<file path="config.mk">
export PLATFORM = sky130hd
export DESIGN_NAME = cpu_run_controller
export DESIGN_NICKNAME = d
export VERILOG_FILES = /design/src/rtl/cpu_run_pkg.sv /design/src/rtl/cpu_run_controller_stall.sv /design/src/rtl/cpu_run_controller.sv
export SDC_FILE = /design/constraint.sdc
export NUM_CORES = 1
export LEC_CHECK = 0
export BUFFER_PORTS_ARGS = -buffer_cell sky130_fd_sc_hd__buf_2
export CAP_MARGIN = 20
export CORE_AREA = 4 4 122 124
export CTS_BUF_LIST = sky130_fd_sc_hd__clkbuf_4 sky130_fd_sc_hd__clkbuf_8 sky130_fd_sc_hd__clkbuf_16
export CTS_CLUSTER_SIZE = 28
export DETAILED_ROUTE_END_ITERATION = 8
export DIE_AREA = 0 0 126 128
export GPL_TIMING_DRIVEN = 0
export PLACE_DENSITY = 0.68
export SLEW_MARGIN = 20
export SYNTH_ARGS = -nofsm -noshare
export SYNTH_HDL_FRONTEND = slang
export SYNTH_HIERARCHICAL = 1
export SYNTH_SLANG_ARGS = --single-unit
</file>
<file path="constraint.sdc">
create_clock -name sys_clk -period 2.53 [get_ports sys_clk]
set_input_delay 0.3795 -clock sys_clk [delete_from_list [all_inputs] [get_ports sys_clk]]
set_output_delay 0.3795 -clock sys_clk [all_outputs]
set_load 0.005 [all_outputs]
</file>
<file path="src/rtl/cpu_run_pkg.sv">
// Shared types and width helpers for the CPU run controller.
// Holds the run FSM state encoding and the counter sizing function.
package cpu_run_pkg;

  localparam int STATE_W = 2;

  typedef enum logic [STATE_W-1:0] {
    IDLE,
    RESET,
    RUN,
    DONE
  } run_state_e;

  // Bits needed to hold every value 0..n.
  function automatic int cnt_w(input int n);
    return (n < 1) ? 1 : $clog2(n + 1);
  endfunction

endpackage

</file>
<file path="src/rtl/cpu_run_controller_stall.sv">
// PC stall detector: flags a halt once the same PC has been
// sampled HALT_CYCLES+1 consecutive RUN cycles.
module pc_stall_detector
  import cpu_run_pkg::*;
#(
  parameter int PC_WIDTH    = 32,
  parameter int HALT_CYCLES = 16
) (
  input  logic                clk,
  input  logic                rst_n,
  input  logic                i_clr,
  input  logic                i_en,
  input  logic [PC_WIDTH-1:0] i_pc,
  output logic                o_halt
);

  localparam int SW = cnt_w(HALT_CYCLES);
  localparam logic [SW-1:0] HALT_N = SW'(HALT_CYCLES);

  logic [PC_WIDTH-1:0] r_pc_last;
  logic [SW-1:0]       r_stall_cnt;
  logic                r_first;
  logic                w_match;
  logic [SW-1:0]       w_stall_nxt;

  // The first RUN sample has no predecessor, so it never matches.
  assign w_match = !r_first && (i_pc == r_pc_last);

  always_comb begin
    w_stall_nxt = '0;
    if (w_match) begin
      if (r_stall_cnt == HALT_N) w_stall_nxt = r_stall_cnt;
      else w_stall_nxt = r_stall_cnt + SW'(1);
    end
  end

  assign o_halt = i_en && w_match && (w_stall_nxt == HALT_N);

  always_ff @(posedge clk) begin
    if (!rst_n || i_clr) begin
      r_pc_last   <= '0;
      r_stall_cnt <= '0;
      r_first     <= 1'b1;
    end else if (i_en) begin
      r_pc_last   <= i_pc;
      r_stall_cnt <= w_stall_nxt;
      r_first     <= 1'b0;
    end
  end

endmodule

</file>
<file path="src/rtl/cpu_run_controller.sv">
// Run controller: sequences CPU reset, watches the PC for a halt
// or cycle budget expiry, and holds pass/fail results.
module cpu_run_controller
  import cpu_run_pkg::*;
#(
  parameter int PC_WIDTH     = 32,
  parameter int CNT_WIDTH    = 32,
  parameter int RESET_CYCLES = 3,
  parameter int HALT_CYCLES  = 16,
  parameter int MAX_CYCLES   = 1000000,
  parameter logic [PC_WIDTH-1:0] PASS_PC = PC_WIDTH'(32'h0000_000C),
  parameter bit AUTO_RESTART = 1'b0
) (
  input  logic                 sys_clk,
  input  logic                 sys_reset_n,
  input  logic                 start,
  input  logic [PC_WIDTH-1:0]  cpu_pc,
  output logic                 cpu_reset_n,
  output logic                 busy,
  output logic                 done,
  output logic                 halted,
  output logic                 timeout,
  output logic                 pass,
  output logic [CNT_WIDTH-1:0] cycle_count,
  output logic [PC_WIDTH-1:0]  pc_final
);

  localparam int RW = cnt_w(RESET_CYCLES);
  localparam logic [RW-1:0] RST_LAST = RW'(RESET_CYCLES - 1);
  localparam logic [CNT_WIDTH-1:0] CNT_LAST = CNT_WIDTH'(MAX_CYCLES - 1);
  localparam logic [CNT_WIDTH-1:0] CNT_SAT = '1;

  run_state_e           r_state;
  logic [RW-1:0]        r_rst_cnt;
  logic                 r_cpu_reset_n;
  logic                 r_busy;
  logic                 r_done;
  logic                 r_halted;
  logic                 r_timeout;
  logic                 r_pass;
  logic [CNT_WIDTH-1:0] r_cycle_count;
  logic [PC_WIDTH-1:0]  r_pc_final;

  logic w_en;
  logic w_halt;
  logic w_launch;
  logic w_tmo;

  assign w_en     = (r_state == RUN);
  assign w_launch = start || AUTO_RESTART;
  assign w_tmo    = (r_cycle_count == CNT_LAST);

  pc_stall_detector #(
    .PC_WIDTH   (PC_WIDTH),
    .HALT_CYCLES(HALT_CYCLES)
  ) u_stall (
    .clk   (sys_clk),
    .rst_n (sys_reset_n),
    .i_clr (!w_en),
    .i_en  (w_en),
    .i_pc  (cpu_pc),
    .o_halt(w_halt)
  );

  always_ff @(posedge sys_clk) begin
    if (!sys_reset_n) begin
      r_state       <= IDLE;
      r_rst_cnt     <= '0;
      r_cpu_reset_n <= 1'b0;
      r_busy        <= 1'b0;
      r_done        <= 1'b0;
      r_halted      <= 1'b0;
      r_timeout     <= 1'b0;
      r_pass        <= 1'b0;
      r_cycle_count <= '0;
      r_pc_final    <= '0;
    end else begin
      unique case (r_state)
        IDLE, DONE: begin
          if (w_launch) begin
            r_state       <= RESET;
            r_rst_cnt     <= '0;
            r_cpu_reset_n <= 1'b0;
            r_busy        <= 1'b1;
            r_done        <= 1'b0;
            r_halted      <= 1'b0;
            r_timeout     <= 1'b0;
            r_pass        <= 1'b0;
            r_cycle_count <= '0;
            r_pc_final    <= '0;
          end
        end
        RESET: begin
          if (r_rst_cnt == RST_LAST) begin
            r_state       <= RUN;
            r_cpu_reset_n <= 1'b1;
          end else begin
            r_rst_cnt <= r_rst_cnt + RW'(1);
          end
        end
        RUN: begin
          if (r_cycle_count != CNT_SAT)
            r_cycle_count <= r_cycle_count + CNT_WIDTH'(1);
          // Halt has priority when both end conditions coincide.
          if (w_halt || w_tmo) begin
            r_state       <= DONE;
            r_cpu_reset_n <= 1'b0;
            r_busy        <= 1'b0;
            r_done        <= 1'b1;
            r_halted      <= w_halt;
            r_timeout     <= !w_halt;
            r_pass        <= w_halt && (cpu_pc == PASS_PC);
            r_pc_final    <= cpu_pc;
          end
        end
        default: r_state <= IDLE;
      endcase
    end
  end

  assign cpu_reset_n = r_cpu_reset_n;
  assign busy        = r_busy;
  assign done        = r_done;
  assign halted      = r_halted;
  assign timeout     = r_timeout;
  assign pass        = r_pass;
  assign cycle_count = r_cycle_count;
  assign pc_final    = r_pc_final;

endmodule

</file>
Word level (Yosys, flattened, before mapping)

Index checks and enable logic that the tools add are counted.

Bits of input ports: 35
Flip-flop bits (word level): 112
Output and inout bits: 70
Logic and storage cells: 77

Muxes and demuxes: 28
$add $sub $neg: 3
Reductions and logical operators: 18
Equal/unequal tests: 15

Operators by type and width:

| operator                                        | number |
|---|---|
| case mux 32 bit (2 select lines)                | 2 |
| two-way mux 32 bit                              | 3 |
| adder 32 x 1 -> 32 bit, second input constant   | 1 |
| == test 32 x 20 -> 1 bit, second input constant | 1 |
| == test 32 bit                                  | 1 |
| == test 32 x 4 -> 1 bit, second input constant  | 1 |
| != test 32 bit, second input constant           | 1 |
| AND reduction 3 bit                             | 4 |
| == test 5 bit, second input constant            | 2 |
| two-way mux 2 bit                               | 5 |
| two-way mux 5 bit                               | 2 |
| != test 2 bit, second input constant            | 5 |
| case mux 1 bit (2 select lines)                 | 5 |
| two-way mux 1 bit                               | 8 |
| == test 2 bit, second input constant            | 3 |
| case mux 2 bit (3 select lines)                 | 1 |
| adder 5 x 1 -> 5 bit, second input constant     | 1 |
| logical AND 1 bit                               | 4 |
| logical NOT 1 bit                               | 4 |
| case mux 2 bit (2 select lines)                 | 1 |
| nonzero test 2 bit                              | 2 |
| case mux 1 bit (3 select lines)                 | 1 |
| adder 2 x 1 -> 2 bit, second input constant     | 1 |
| == test 2 x 1 -> 1 bit, second input constant   | 1 |
| other kinds (3)                                 | 4 |

Logic depth before layout (Yosys ltp)

Depth after elaboration: 8
Mapped depth: 10
Depth with buffers taken out: 9

By module

Netlist, hierarchy kept.

Modules (own cells, without submodules):

| module             | area each (µm²) | times used | cells an instance | sequential area each (µm²) |
|---|---|---|---|---|
| cpu_run_controller | 3,543.4         | 1          | 379               | 1,481.4 |
| pc_stall_detector  | 1,865.5         | 1          | 198               | 760.7 |

Worst setup path before layout

No wires, ideal clock.

Path kind: input-to-reg
Start point: input port cpu_pc[16]
End point: register r_halted, in the netlist halted
Required time: 2,413 ps
Buffers on the path: 1
Slack: 53 ps
Stages on the path: 10
Arrival: 2,361 ps
Setup time: 117 ps
Cell sequence: xor2_1 -> nor4_2 -> nand2_1 -> nor4_4 -> o2111a_1 -> inv_1 -> o311ai_4 -> a21oi_2 -> buf_6 -> a22o_1

Longest elaborated chain between the ends: 8
Elaborated cells on any way between the ends: 11
Those cells by class: 3 x eq/ne; 3 x mux; 5 x reduce/logical

RTL lines:

| element                              | RTL line                       | RTL |
|---|---|---|
| from (decl)                          | cpu_run_controller.sv:17       | `input logic [PC_WIDTH-1:0] cpu_pc,` |
| == test 32 bit *                     | cpu_run_controller_stall.sv:27 | `assign w_match = !r_first && (i_pc == r_pc_last);` |
| logical AND 1 bit *                  | cpu_run_controller_stall.sv:27 |  |
| two-way mux 5 bit                    | cpu_run_controller_stall.sv:31 | `if (w_match) begin` |
| == test 5 bit                        | cpu_run_controller_stall.sv:37 | `assign o_halt = i_en && w_match && (w_stall_nxt == HALT_N);` |
| logical AND 1 bit *                  | cpu_run_controller_stall.sv:37 |  |
| via w_halt                           | cpu_run_controller.sv:45       | `logic w_halt;` |
| logical OR 1 bit                     | cpu_run_controller.sv:105      | `if (w_halt \|\| w_tmo) begin` |
| != test 2 bit (no source line)       | -                              |  |
| AND reduction 3 bit (no source line) | -                              |  |
| to (signal assigned)                 | cpu_run_controller.sv:110      | `r_halted <= w_halt;` |
| to (decl)                            | cpu_run_controller.sv:38       | `logic r_halted;` |

Mark *: on every way through the listed nets, which the timed path passes. The rest lies on a longest branch. The select of a mux whose other input is x is not followed.
A chain may end at the register's enable or synchronous reset.

Worst setup path after layout

Start point: register u_stall.r_pc_last[14]
End point: register r_halted, in the netlist halted

Longest elaborated chain between the ends: 8
Elaborated cells on any way between the ends: 11
Those cells by class: 3 x eq/ne; 3 x mux; 5 x reduce/logical

RTL lines:

| element                              | RTL line                       | RTL |
|---|---|---|
| from (decl)                          | cpu_run_controller_stall.sv:20 | `logic [PC_WIDTH-1:0] r_pc_last;` |
| from (signal assigned)               | cpu_run_controller_stall.sv:45 | `r_pc_last <= i_pc;` |
| == test 32 bit *                     | cpu_run_controller_stall.sv:27 |  |
| logical AND 1 bit *                  | cpu_run_controller_stall.sv:27 |  |
| two-way mux 5 bit                    | cpu_run_controller_stall.sv:31 |  |
| == test 5 bit                        | cpu_run_controller_stall.sv:37 |  |
| logical AND 1 bit *                  | cpu_run_controller_stall.sv:37 |  |
| via w_halt                           | cpu_run_controller.sv:45       |  |
| logical OR 1 bit                     | cpu_run_controller.sv:105      |  |
| != test 2 bit (no source line)       | -                              |  |
| AND reduction 3 bit (no source line) | -                              |  |

Marked as above.

==> impl_metrics.csv <==
group,metric,value,unit
status,outcome,"complete, no violations",
worst_setup_path,crit_type,"reg2reg",
global_routing,grt_pass1_wl,25650,µm
yosys,ys.flop_type,"dfxtp_1",
drt,dr_total_vias,5106,
yosys,synth-edff-count,0,
yosys,syn_area,5409,µm²
clock_network,cts.clk_slew.worst_paths,0.08,ns
yosys,yosysWarnings,6,
layout,drive_above_1_share,24.79,%
flow_run,max-cap-violations,0,
layout,layout.nets,743,
placed_design,port_buffers,104,
yosys,synthCells,577,
yosys,synth.top_cell.area_share,41.45,%
drt,drc,0,
drt,postRouteAntennaNets,0,
power,cellPowerDensity,706.5,nW/µm²
layout,post-route-util,47.82,%
drt,drt_first_iter_violations,396,
global_routing,grt_pass1_vias,4981,
clock_network,clk_latency,0.36,ns
floorplanning,core_area,13770,µm²
floorplanning,initial_core_util,39.27,%
power,ir_worst_vdd,359.6,µV
sta,slew_headroom,51.66,%
clock_network,clk_root_buffer_cell,"clkbuf_16",
global_routing,top_usage_layer,"met2",
sta,finalMaxSlewViolations,0,
sta,max_freq,420.4,MHz
drt,drt-total-wl,15640,µm
layout,antenna_cells,0,
worst_setup_path,worstPathMaxFanout,6,
placed_design,place_congestion,0.9081,
worst_setup_path,required,2.78,ns
worst_setup_path,crit_arrival,2.63,ns
sta,rsz0062_at_grt,"no",
placed_design,hpwlAfterDp,11650,µm
yosys,synth_cell_types,70,
floorplanning,io-pin-count,105,
power,p_total,0.004653,W
sta,period_minus_slack,2.379,ns
global_routing,antenna_found_initial,0,
floorplanning,dieArea,16130,µm²
power,p_leak,2.752,nW
yosys,synth-seq-cells,112,
hold_path,min_path_type,"in2reg",
clock_network,cts-buffers-inserted,9,
sta,skew,0.01032,ns
clock_network,clk_path_buf_depth,2,
drt,routedWlPerCell,17.65,µm
yosys,syn-num-nets,619,
drt,vias_per_cell,5.763,
yosys,async_flop_share,0,%
yosys,avgSynthCellArea,9.374,µm²
yosys,synth_largest_area_cell,"dfxtp_1",
global_routing,use_met2,30.36,%
clock_network,cts_sinks,112,
sta,fin_crit_sh,94.02,%
yosys,yosys-top-cells-area,"dfxtp_1 (41%), mux2i_1 (6.5%), a22o_1 (5.3%)",
layout,syn2layout_area_growth,21.77,%
floorplanning,rows,43,
yosys,synth_common_cells,"dfxtp_1 (112), nor2_1 (50), mux2i_1 (35), a22o_1 (33), xor2_1 (26)",
clock_network,h-tree-depth,3,
floorplanning,die_x,126,µm
worst_setup_path,critPathLaunchType,"register",
sta,setup-violations-final,0,
sta,final_hold_viol_count,0,
global_routing,gr-usage-met1,25.88,%
global_routing,grt_use_met3,5.000,%
yosys,yosysMostFrequentCell,"dfxtp_1",
floorplanning,die_y,128,µm
global_routing,grt.overflow.total,0,
global_routing,grt_max_degree,21,
yosys,synth-seq-area-share,41.45,%
clock_network,cts_tree,"done",
sta,worst_pin_slew,0.7251,ns
worst_setup_path,endpoint_kind,"register",
drt,first_pass_iters,5,
global_routing,grt_usage,19.51,%
## layout by cell type, fill, tap and decap left out, drive strengths merged, types with 15 or more instances in the layout
cell,n
a21oi,19
a22o,33
a31oi,15
buf,122
clkbuf,32
dfxtp,112
inv,25
mux2i,35
nand2,20
nand3,23
nand4,23
nor2,50
nor4,24
o21ai,17
o31ai,17
xor2,26
## critical path: stages, from the launching register on
cell and delay (ns):
dfxtp_1 0.33, xor2_1 0.18, nor4_2 0.36, nand4_1 0.19
nor4_4 0.21, o2111a_2 0.25, inv_1 0.07, o311ai_4 0.10
a21oi_4 0.15, buf_4 0.19, a22o_1 0.22
## path summary, 6_finish.rpt
kind | depth (start not counted) | to | slack [ns] | startpoint
worst min-delay path | 2 | pc_final[2] | 0.28 | cpu_pc[2]
worst max-delay path | 10 | halted | 0.15 | u_stall/r_pc_last[14]
worst min register to register | 1 | done | 0.45 | done
worst max register to register | 10 | halted | 0.15 | u_stall/r_pc_last[14]
## power breakdown
part | total (W) | internal, W | switching [W]
logic | 0.00132 | 0.000514 | 0.000801
clock network | 0.00143 | 0.000708 | 0.000719
registers | 0.00191 | 0.00184 | 0.0000741
total | 0.00465 | 0.00306 | 0.00159
## state kept, by name, summed over array words and instances, names as in the netlist
name                 flops
cpu_reset_n              1
pass                     1
done                     1
u_stall/r_stall_cnt      5
r_rst_cnt                2
pc_final                32
busy                     1
u_stall/r_first          1
timeout                  1
r_state                  2
cycle_count             32
halted                   1
u_stall/r_pc_last       32
## stage by stage
step	std cells	instance area, µm²	hold slack (ns)	TNS (ns)	setup slack (ns)
after CTS	883	6530	0.2731	0	0.001827
after global placement	861	6155	0.4337	-17.95	-0.5115
after detailed placement	861	6155	0.4340	-22.39	-0.6359
final	886	6586	0.2843	0	0.1514
after global routing	886	6586	0.2838	0	0.01416
after floorplan	577	5409	0.4358	0	0.05258
## repair_timing
item	CTS	global route
cloned	1	0
setup buffers	5	3
resized for setup	10	15
hold buffers	0	0
endpoints found under the setup margin	58	56
pin swaps	5	8
## layout make-up
| class | instances | area, µm² |
|---|---|---|
| Multi-Input combinational cell | 413 | 2998 |
| Buffer | 31 | 163.9 |
| Inverter | 21 | 78.83 |
| Sequential cell | 112 | 2242 |
| Tap cell | 180 | 225.2 |
| Timing Repair Buffer | 113 | 588.1 |
| Fill cell | 1351 | 7187 |
| Clock inverter | 6 | 57.56 |
| Clock buffer | 10 | 232.7 |
## metal layers
layer | wire, µm | vias up
met2 | 7053 | 218
met1 | 7002 | 2436
li1 | - | 2425
met4 | 362 | 0
met3 | 1222 | 27
met5 | 0 | -
## cells by family (layout without fill, tap and decap cells)
group,after synthesis,after routing,share of synthesized area (%)
simple gates,196,196,21.24
mux,35,35,6.477
buf+inv,52,181,4.256
flops,112,112,41.45
fa+ha+maj,7,7,1.619
compound gates,142,142,19.62
xor+xnor,33,33,5.344
(Power assumes the default switching activity.)
